### src/rtl/instr_prefetch_queue.sv
// Instruction prefetch queue: owns the fetch PC, issues in-order word reads,
// buffers {instr, pc} in a small FIFO and flushes on redirect.
module instr_prefetch_queue #(
  parameter int unsigned DEPTH    = 4,
  parameter logic [31:0] RESET_PC = 32'h0000_0000
) (
  input  logic        clk,
  input  logic        rst,
  output logic        imem_req_valid,
  output logic [31:0] imem_req_addr,
  input  logic        imem_req_ready,
  input  logic        imem_resp_valid,
  input  logic [31:0] imem_resp_data,
  input  logic        redirect_valid,
  input  logic [31:0] redirect_pc,
  output logic        out_valid,
  output logic [31:0] out_instr,
  output logic [31:0] out_pc,
  input  logic        out_ready
);

  localparam int unsigned AW = $clog2(DEPTH);
  localparam int unsigned CW = AW + 1;

  typedef enum logic [1:0] {
    IDLE,
    FETCH,
    DRAIN
  } state_e;

  state_e        state_q, state_d;
  logic [31:0]   fetch_pc_q, fetch_pc_d;
  logic [31:0]   shadow_q, shadow_d;
  logic [CW-1:0] count_q, count_d;
  logic [CW-1:0] inflight_q, inflight_d;
  logic [CW-1:0] discard_q, discard_d;
  logic [AW-1:0] wr_ptr_q, wr_ptr_d;
  logic [AW-1:0] rd_ptr_q, rd_ptr_d;
  logic [31:0]   instr_q [DEPTH];
  logic [31:0]   pc_q    [DEPTH];

  logic          redir;
  logic          req_fire;
  logic          resp;
  logic          push;
  logic          pop;
  logic [CW:0]   credit;
  logic [CW-1:0] inflight_rem;
  logic [31:0]   redir_pc;
  logic          unused_pc_lsb;

  assign unused_pc_lsb = ^redirect_pc[1:0];
  assign redir_pc      = {redirect_pc[31:2], 2'b00};

  assign redir  = redirect_valid & (state_q != IDLE);
  assign credit = {1'b0, count_q} + {1'b0, inflight_q};

  assign imem_req_valid = (state_q == FETCH)
                        & (credit < (CW+1)'(DEPTH))
                        & ~redirect_valid;
  assign imem_req_addr  = fetch_pc_q;
  assign req_fire       = imem_req_valid & imem_req_ready;

  // A response with nothing outstanding is a protocol error and is ignored.
  assign resp         = imem_resp_valid & (inflight_q != '0);
  assign inflight_rem = inflight_q - CW'(resp);

  assign push = resp & ~redir
              & (discard_q == '0)
              & (state_q == FETCH);

  assign out_valid = (count_q != '0);
  assign out_instr = instr_q[rd_ptr_q];
  assign out_pc    = pc_q[rd_ptr_q];
  assign pop       = out_valid & out_ready & ~redir;

  always_comb begin
    state_d    = state_q;
    fetch_pc_d = fetch_pc_q;
    shadow_d   = shadow_q;
    count_d    = count_q;
    inflight_d = inflight_rem + CW'(req_fire);
    discard_d  = discard_q;
    wr_ptr_d   = wr_ptr_q;
    rd_ptr_d   = rd_ptr_q;
    if (redir) begin
      count_d    = '0;
      wr_ptr_d   = '0;
      rd_ptr_d   = '0;
      fetch_pc_d = redir_pc;
      shadow_d   = redir_pc;
      discard_d  = inflight_rem;
      state_d    = (inflight_rem != '0) ? DRAIN : FETCH;
    end else begin
      if (req_fire) fetch_pc_d = fetch_pc_q + 32'd4;
      if (resp && discard_q != '0) begin
        discard_d = discard_q - CW'(1);
      end
      if (push) begin
        wr_ptr_d = wr_ptr_q + AW'(1);
        shadow_d = shadow_q + 32'd4;
      end
      if (pop) rd_ptr_d = rd_ptr_q + AW'(1);
      count_d = count_q + CW'(push) - CW'(pop);
      unique case (state_q)
        IDLE:    state_d = FETCH;
        DRAIN:   if (discard_d == '0) state_d = FETCH;
        default: state_d = state_q;
      endcase
    end
  end

  always_ff @(posedge clk) begin
    if (rst) begin
      state_q    <= IDLE;
      fetch_pc_q <= RESET_PC;
      shadow_q   <= RESET_PC;
      count_q    <= '0;
      inflight_q <= '0;
      discard_q  <= '0;
      wr_ptr_q   <= '0;
      rd_ptr_q   <= '0;
      for (int i = 0; i < DEPTH; i++) begin
        instr_q[i] <= '0;
        pc_q[i]    <= '0;
      end
    end else begin
      state_q    <= state_d;
      fetch_pc_q <= fetch_pc_d;
      shadow_q   <= shadow_d;
      count_q    <= count_d;
      inflight_q <= inflight_d;
      discard_q  <= discard_d;
      wr_ptr_q   <= wr_ptr_d;
      rd_ptr_q   <= rd_ptr_d;
      if (push) begin
        instr_q[wr_ptr_q] <= imem_resp_data;
        pc_q[wr_ptr_q]    <= shadow_q;
      end
    end
  end

endmodule

### config.mk
export PLATFORM = sky130hd
export DESIGN_NAME = instr_prefetch_queue
export DESIGN_NICKNAME = d
export VERILOG_FILES = /design/src/rtl/instr_prefetch_queue.sv
export SDC_FILE = /design/constraint.sdc
export NUM_CORES = 1
export LEC_CHECK = 0
export CORE_MARGIN = 1.5
export CORE_UTILIZATION = 40
export CTS_CLUSTER_SIZE = 40
export DETAILED_ROUTE_END_ITERATION = 8
export PLACE_DENSITY = 0.65
export SETUP_SLACK_MARGIN = 0.5
export SLEW_MARGIN = 15
export SYNTH_ARGS = -nofsm -noshare
export SYNTH_HDL_FRONTEND = slang
export SYNTH_SLANG_ARGS = --single-unit
export TNS_END_PERCENT = 20
### constraint.sdc
create_clock -name clk -period 6.53 [get_ports clk]
set_input_delay 1.959 -clock clk [delete_from_list [all_inputs] [get_ports clk]]
set_output_delay 1.959 -clock clk [all_outputs]
set_load 0.05 [all_outputs]
==> impl_metrics.yaml, run 1 <==
status:
  outcome: "finished, final reports clean"
synthesis:
  ys_top_cells_by_area: "edfxtp_1, dfxtp_1, mux4_2"
  synthMuxAreaShare: 0.0951
  syn_avg_cell_area_um2: 13.6
  synth_seq_area_share: 0.608
  ys_ff_latch: 325
  yosys.area.top_type: "edfxtp_1"
  synthXorXnorAreaFrac: 0.0314
  synthSimpleGateAreaFrac: 0.171
  synth_top_family_by_area: "simple AND/OR/NAND/NOR gates"
  synth_enable_flop_cells: 248
  syn_inst: 1091
  synth_top_area_frac: 0.504
  synthAdderAreaFrac: 0.0115
  synth_ff_type: "edfxtp_1"
  synth-warning-count: 0
  synth_async_sr_flop_share: 0
  synth_cell_types: 61
  syn_area_um2: 14800
  synth_compound_area_frac: 0.0516
worst_setup_path:
  crit_slowest_cell: "clkdlybuf4s50_1"
  slowest_delay_ns: 0.46
  worst_ep_arrival_time_ns: 3.14
  cpMostUsedCell: "buf_4"
  cp.required_ns: 4.57
  end_kind: "primary output"
  crit_buf_inv: 3
  cp-start-kind: "input pin"
  cp_top_family: "buffers and inverters"
  crit_chain: "clkdlybuf4s50_1 > buf_4 > nor2b_1 > and3_1 > buf_4"
  cp_max_fo: 20
  path_class: "in2out"
clock_network:
  numCtsBuffers: 37
  clk-insertion-delay-late_ns: 0.52
  htree_levels: 2
  post_cts_buffers: 0
  clock-sinks: 325
  root_buffer: "clkbuf_16"
  cts_resized: 0
  cts_hold_buf: 0
  cts.clk_slew.worst_paths_ns: 0.06
  cts_tree: "done"
  cts_buffer_depth: 3
finish:
  areaGrowthSynthToFinish_pct: 21.0
  n_antenna_cell: 0
  stdcell_count: 1718
  final_layout_size_suffix_gt1_frac: 0.116
  nFillCells: 3194
  nets: 1310
routing:
  antenna_left: 0
  vias: 9165
  drtPass1Iterations: 7
  drt_iter0_markers: 628
  wl_per_cell_um: 20.0
  drc: 0
  totalWireLength_um: 34300
  vias_per_cell: 5.33
place:
  dp_cells: 1656
  hpwl_um: 20400
  io_buffers: 161
  gp_congestion: 0.797
timing:
  grt_setup_unrepaired: "false"
  tns_ns: 0
  max_slew_margin: 0.245
  fin_crit_ns: 5.10
  finalSetupViolCount: 0
  finalHoldViolCount: 0
  tightest_slew_ns: 1.13
  slew_viol_final: 0
  max_freq_mhz: 196
  clock_skew_ns: 0.0164
  period_share: 0.780
global_route:
  grt_pass1_vias: 9255
  grt_pass1_wl_um: 53100
  antenna_found_initial: 0
  grt_max_degree: 119
  grt.overflow.total: 0
  grtUsageTotal: 0.180
floorplan:
  std_cell_rows: 70
  io_pins: 168
  start_util: 0.405
  die_height_um: 195
  die_area_um2: 38100
  die_w_um: 195
  coreArea_um2: 36500
pwr:
  p_per_area_nw_per_um2: 325
  ir_drop_mv: 0.179
  p_leak_uw: 0.00640
flow_run:
  cap_violations: 0
min_path:
  min_path_type: "reg2reg"
-- stage by stage --
step	util	setup WS, ns	instance area [um^2]	hold slack [ns]	total power [uW]
floorplan	-	1.65	14800	0.485	3520
global placement	0.461	1.44	16800	0.498	3980
CTS	0.490	1.43	17900	0.536	5880
finish	0.490	1.43	17900	0.536	5820
detailed placement	0.461	1.43	16800	0.523	4000
global route	0.490	1.34	17900	0.555	6060
-- tightest hold or removal path: stages (launching register included) --
cell     delay, ns
dfxtp_1       0.33
xor2_1        0.06
nor2_1        0.10
-- cells by family (layout without fill, tap and decap cells) --
logic type	Yosys count	count (layout)
buffers and inverters	108	264
AO/OA/AOI/OAI	119	119
other	1	4
AND/OR/NAND/NOR	409	409
adder cells (fa/ha/maj)	13	13
flip-flops	325	325
multiplexers	63	63
XOR/XNOR	53	53
-- path summary, 6_finish.rpt --
kind	from	endpoint	slack, ns	cells past startpoint
max	redirect_valid	imem_req_valid	1.43	5
min	rd_ptr_q[1]	flop	0.54	2
max reg2reg	discard_q[0]	instr_q[1][4]	3.51	9
min reg2reg	rd_ptr_q[1]	flop	0.54	2
-- synthesized netlist by cell type (7+ instances only) --
cell,count
nor3_1,12
ha_1,12
nand4_1,27
nor4_1,17
clkbuf_1,55
mux4_2,62
edfxtp_1,248
xnor2_1,32
nand2_1,19
xor2_1,21
o21ai_0,10
a31oi_1,7
and2_1,175
nand3_1,17
o21bai_1,28
buf_2,7
buf_1,7
and3_1,72
a21oi_1,48
dfxtp_1,77
or3_1,7
inv_1,25
nor2_1,32
and4_1,7
-- state kept, by name (all words and copies together), names as in the netlist, named ones only --
name,flops
instr_q,128
pc_q,120
imem_req_addr,30
shadow_q,30
count_q,3
discard_q,3
inflight_q,3
rd_ptr_q,2
state_q,2
wr_ptr_q,2
-- cells in the final DEF, fill, tap and decap left out, types with 8 or more instances in the layout --
cell             Yosys  layout
clkdlybuf4s50_1      0     160
nor4_1              17      17
xor2_1              21      21
inv_1               25      25
nand3_1             17      17
clkbuf_16            0      39
clkbuf_1            55      14
dfxtp_1             77      75
buf_4                4      13
clkinv_1             1       8
and2_1             175     175
ha_1                12      12
o21bai_1            28      27
and3_1              72      71
mux4_2              62      62
nand4_1             27      27
nand2_1             19      19
xnor2_1             32      32
o21ai_0             10      10
nor3_1              12      10
edfxtp_1           248     248
a21oi_1             48      48
nor2_1              32      31
-- layout make-up --
class / count / area [um^2] / share of cell area
clock buffer: 53 / 1030 / 0.0574
clock inverter: 9 / 40.0 / 0.00224
inverter: 27 / 101 / 0.00566
multi-input combinational: 661 / 5410 / 0.302
sequential: 325 / 9000 / 0.502
tap: 468 / 586 / 0.0327
timing repair buffer: 175 / 1740 / 0.0971
-- power breakdown --
| part | switching [uW] | internal (uW) | total (uW) |
|---|---|---|---|
| registers | 200 | 2400 | 2600 |
| logic | 837 | 511 | 1350 |
| clock network | 782 | 1090 | 1870 |
| total | 1820 | 4000 | 5820 |
-- metal layers --
layer / GRT usage / vias to the layer above / wire length (um)
li1: - / 4339 / -
met1: 0.253 / 4496 / 15200
met2: 0.289 / 283 / 16100
met3: 0.0311 / 47 / 2280
met4: 0.0497 / 0 / 784
met5: 0 / - / 0
(Power assumes the default switching activity.)
==> inputs of run 2 (changes only) <==
==> constraint.sdc (replaced) <==
create_clock -name clk -period 4.3 [get_ports clk]
set_input_delay 1.29 -clock clk [delete_from_list [all_inputs] [get_ports clk]]
set_output_delay 1.29 -clock clk [all_outputs]
set_load 0.05 [all_outputs]
==> impl_metrics.yaml, run 2 (synthesized netlist as in run 1, its figures left out) <==
status:
  outcome: "finished, final reports clean"
routing:
  vias_per_cell: 5.39
  drc: 0
  drtPass1Iterations: 5
  vias: 9288
  antenna_left: 0
  totalWireLength_um: 34500
  drt_iter0_markers: 624
  wl_per_cell_um: 20.0
finish:
  n_antenna_cell: 0
  final_layout_size_suffix_gt1_frac: 0.124
  areaGrowthSynthToFinish_pct: 22.3
  layout_common_cells: "edfxtp_1, and2_1, clkdlybuf4s50_1"
  largest_reg_flops: 128
  reg.largest.list: "instr_q x128, pc_q x120"
  largest_register: "instr_q"
  nets: 1318
  layout_commonest_cell: "edfxtp_1"
  stdcell_count: 1724
min_path:
  min_path_type: "reg2reg"
worst_setup_path:
  slowest_delay_ns: 0.71
  end_kind: "primary output"
  cp-start-kind: "flop"
  cp_max_fo: 40
  crit_buf_inv: 2
  reg2reg_setup_slack_ns: 1.57
  crit_chain: "buf_12 > mux4_2 > clkdlybuf4s50_1"
  worst_ep_arrival_time_ns: 2.63
  cp_top_family: "buffers and inverters"
  path_class: "reg2out"
  cp.required_ns: 3.01
  crit_slowest_cell: "clkdlybuf4s50_1"
clock_network:
  htree_levels: 2
  cts_hold_buf: 0
  clk-insertion-delay-late_ns: 0.50
  numCtsBuffers: 36
  root_buffer: "clkbuf_16"
  clock-sinks: 325
  cts_tree: "done"
  cts.clk_slew.worst_paths_ns: 0.06
  cts_buffer_depth: 3
global_route:
  grt.overflow.total: 0
  grt_max_degree: 119
  grt_pass1_wl_um: 54200
  antenna_found_initial: 0
  grt_pass1_vias: 9583
  grtUsageTotal: 0.183
place:
  hpwl_um: 20900
  dp_cells: 1665
  io_buffers: 161
  gp_congestion: 0.785
timing:
  finalSetupViolCount: 0
  hold_slack_ns: 0.539
  max_slew_margin: 0.354
  slew_viol_final: 0
  tightest_slew_ns: 0.969
  fin_crit_ns: 3.92
  tns_ns: 0
  grt_setup_unrepaired: "true"
  max_freq_mhz: 255
  clock_skew_ns: 0.00769
  finalHoldViolCount: 0
  period_share: 0.911
floorplan:
  start_util: 0.405
  io_pins: 168
  die_height_um: 195
  die_w_um: 195
  die_area_um2: 38100
  std_cell_rows: 70
  coreArea_um2: 36500
pwr:
  p_per_area_nw_per_um2: 489
  ir_drop_mv: 0.225
  p_leak_uw: 0.00662
  total_power_uw: 8850
flow_run:
  cap_violations: 0
[run 2: changes by cell type in the layout (fill, tap and decap cells not counted), sizes merged]
cell and change:
bufinv +1, clkbuf -6, dlygate4sd2 +11, clkdlybuf4s50 -20, buf +9, inv -1, dlymetal6s2s +9, clkinv +3
[run 2: stage by stage]
step                setup WS [ns]  area, um^2   util
floorplan                   0.540       14800      -
global placement            0.620       17000  0.466
detailed placement          0.545       17000  0.466
CTS                         0.311       18100  0.495
global route                0.283       18100  0.495
finish                      0.383       18100  0.495
[run 2: power breakdown]
group | internal [uW] | switching (uW)
Combinational | 792 | 1320
Clock | 1650 | 1170
Sequential | 3650 | 271
[run 2: worst min-delay path: stages (launching register included)]
cell and delay [ns]:
dfxtp_1 0.33, o31ai_1 0.07, a311oi_1 0.09
[run 2: path summary, 6_finish.rpt]
path	from	end	cells after the start
setup / recovery	flop	out_instr[19]	3
hold reg to reg	imem_req_addr[31]	imem_req_addr[31]	2
setup reg to reg	discard_q[0]	shadow_q[27]	8
hold / removal	imem_req_addr[31]	imem_req_addr[31]	2
[run 2: timing repair]
item,CTS,global route
gates resized for setup,11,9
endpoints found under the setup margin,57,46
buffers inserted,0,0
hold endpoints to repair,0,0
pin swaps,0,0
[run 2: layer usage]
metal | GRT usage | share of wire | vias up
met2 | 0.309 | 0.49 | 267
li1 | - | - | 4350
met5 | 0 | 0 | -
met1 | 0.248 | 0.44 | 4623
met4 | 0.0468 | 0.020 | 0
met3 | 0.0280 | 0.055 | 48
[run 2: final cells by class]
| cell class | instances | area, um^2 |
|---|---|---|
| fillers | 3190 | 18400 |
| flip-flops and latches | 325 | 9000 |
| multi-input cells | 661 | 5410 |
| repair buffers | 184 | 1940 |
| clock buffers | 47 | 983 |
| well taps | 468 | 586 |
| inverters | 27 | 101 |
| clock inverters | 12 | 75.1 |
==> inputs of run 3 (changes only) <==
--- a/config.mk
+++ b/config.mk
@@ -5,7 +5,6 @@
 export SDC_FILE = /design/constraint.sdc
 export NUM_CORES = 1
 export LEC_CHECK = 0
-export CORE_MARGIN = 1.5
 export CORE_UTILIZATION = 40
 export CTS_CLUSTER_SIZE = 40
 export DETAILED_ROUTE_END_ITERATION = 8
==> impl_metrics.yaml, run 3 (synthesized netlist as in run 1, its figures left out) <==
finish:
  layout_common_cells: "edfxtp_1, and2_1, clkdlybuf4s50_1"
  final_util: 0.498
  n_antenna_cell: 0
  layout_commonest_cell: "edfxtp_1"
  stdcell_count: 1726
  nets: 1318
  areaGrowthSynthToFinish_pct: 23.1
  nFillCells: 3167
  largest_register: "instr_q"
  largest_reg_flops: 128
  final_layout_size_suffix_gt1_frac: 0.130
  reg.largest.list: "instr_q x128, pc_q x120"
min_path:
  worstHoldEndpoint: "imem_req_addr[31]"
  hold_start: "imem_req_addr[31]"
  min_path_type: "reg2reg"
  min_path_cells: 2
global_route:
  grt.overflow.total: 0
  grt-busiest-layer: "met2"
  grtUsageMet3: 0.0265
  grtUsageTotal: 0.184
  antenna_found_initial: 0
  grt_use_met1: 0.256
  use_met2: 0.304
  grt_max_degree: 119
  grt_pass1_vias: 9377
  grt_pass1_wl_um: 54000
worst_setup_path:
  reg2reg_setup_slack_ns: 1.67
  cp-start-kind: "flop"
  end_kind: "primary output"
  cp_max_fo: 31
  worst_ep_arrival_time_ns: 2.61
  cp.required_ns: 3.01
  path_class: "reg2out"
  reg2reg_from: "discard_q[0]"
  reg2regPathDepth: 8
  r2r-end: "shadow_q[27]"
routing:
  vias_per_cell: 5.32
  antenna_left: 0
  vias: 9180
  totalWireLength_um: 34300
  wl_per_cell_um: 19.9
  drtPass1Iterations: 5
  drt_iter0_markers: 547
  drc: 0
floorplan:
  io_pins: 168
  die_height_um: 194
  std_cell_rows: 70
  start_util: 0.405
  coreArea_um2: 36500
  die_w_um: 194
  die_area_um2: 37700
place:
  hpwl_um: 20600
  detailedPlace.worstSlack_ns: 0.600
  io_buffers: 161
  gp_congestion: 0.841
  dp_cells: 1664
timing:
  tightest_slew_ns: 0.970
  period_share: 0.908
  finalSetupViolCount: 0
  max_freq_mhz: 256
  clock_skew_ns: 0.0190
  tns_ns: 0
  slew_viol_final: 0
  finalHoldViolCount: 0
  final.setup.worst_slack_ns: 0.396
  grt_setup_unrepaired: "true"
  fin_crit_ns: 3.90
  max_slew_margin: 0.354
clock_network:
  root_buffer: "clkbuf_16"
  clock-sinks: 325
  cts.clk_slew.worst_paths_ns: 0.06
  cts_tree: "done"
  cts_buffer_depth: 3
  post_cts_buffers: 0
  htree_levels: 2
  numCtsBuffers: 36
  cts_hold_buf: 0
  clk-insertion-delay-late_ns: 0.51
pwr:
  clkPwrFrac: 0.331
  p_per_area_nw_per_um2: 496
  total_power_uw: 9030
  cellInternalPower_uw: 6230
  p_leak_uw: 0.00669
  p_comb_frac: 0.237
  sequentialPowerShare: 0.433
  ir_drop_mv: 0.222
  switching_power_uw: 2800
  netSwitchingFraction: 0.310
flow_run:
  cap_violations: 0
status:
  outcome: "finished, final reports clean"
==> run 3: changes by cell type in the layout (fill, tap and decap cells not counted), sizes merged, moves of 2 or more <==
cell,change
bufinv,+2
clkdlybuf4s50,-2
clkbuf,-4
inv,+3
==> run 3: power by group through the flow <==
| stage | logic [uW] | registers [uW] | clock network, uW |
|---|---|---|---|
| 2_1_floorplan | 1280 | 4070 | 0 |
| 3_3_place_gp | 2130 | 3950 | 0 |
| 3_5_place_dp | 2150 | 3960 | 0 |
| 4_1_cts | 2160 | 3910 | 3050 |
| 5_1_grt | 2290 | 3950 | 3180 |
| 6_report | 2140 | 3910 | 2990 |
==> run 3: routing by layer <==
layer | up-vias | wire, um
met3 | 44 | 1840
met5 | - | 0
met2 | 265 | 16200
met4 | 0 | 602
met1 | 4498 | 15700
li1 | 4373 | -
==> run 3: worst max-delay path: stages, from the launching register on <==
cell and delay (ns):
dfxtp_4 0.40, bufbuf_16 0.43, mux4_2 0.56, clkdlybuf4s50_1 0.72
==> run 3: worst max-delay path by stage <==
stage / startpoint / end / cells past startpoint
6_report: flop / out_instr[18] / 3
5_1_grt: flop / out_pc[31] / 3
4_1_cts: flop / out_pc[28] / 3
3_5_place_dp: redirect_valid / imem_req_valid / 4
3_3_place_gp: imem_resp_valid / shadow_q[31] / 6
2_1_floorplan: redirect_valid / instr_q[0][0] / 3
==> run 3: layout make-up <==
type | instances | area, um^2 | area share
clock buffers | 43 | 958 | 0.0526
inverters | 27 | 101 | 0.00557
multi-input cells | 661 | 5410 | 0.297
clock inverters | 18 | 175 | 0.00962
well taps | 468 | 586 | 0.0322
repair buffers | 184 | 1970 | 0.108
flip-flops and latches | 325 | 9000 | 0.494
==> run 3: per-stage QoR <==
step / hold slack, ns / area [um^2]
after floorplan: 0.485 / 14800
after CTS: 0.532 / 18200
after detailed placement: 0.522 / 17000
after global routing: 0.551 / 18200
after global placement: 0.505 / 17000
final: 0.530 / 18200
==> run 3: what timing repair did <==
action,4_1_cts,5_1_grt
endpoints found under the setup margin,62,50
gates cloned,1,0
resized for setup,13,10
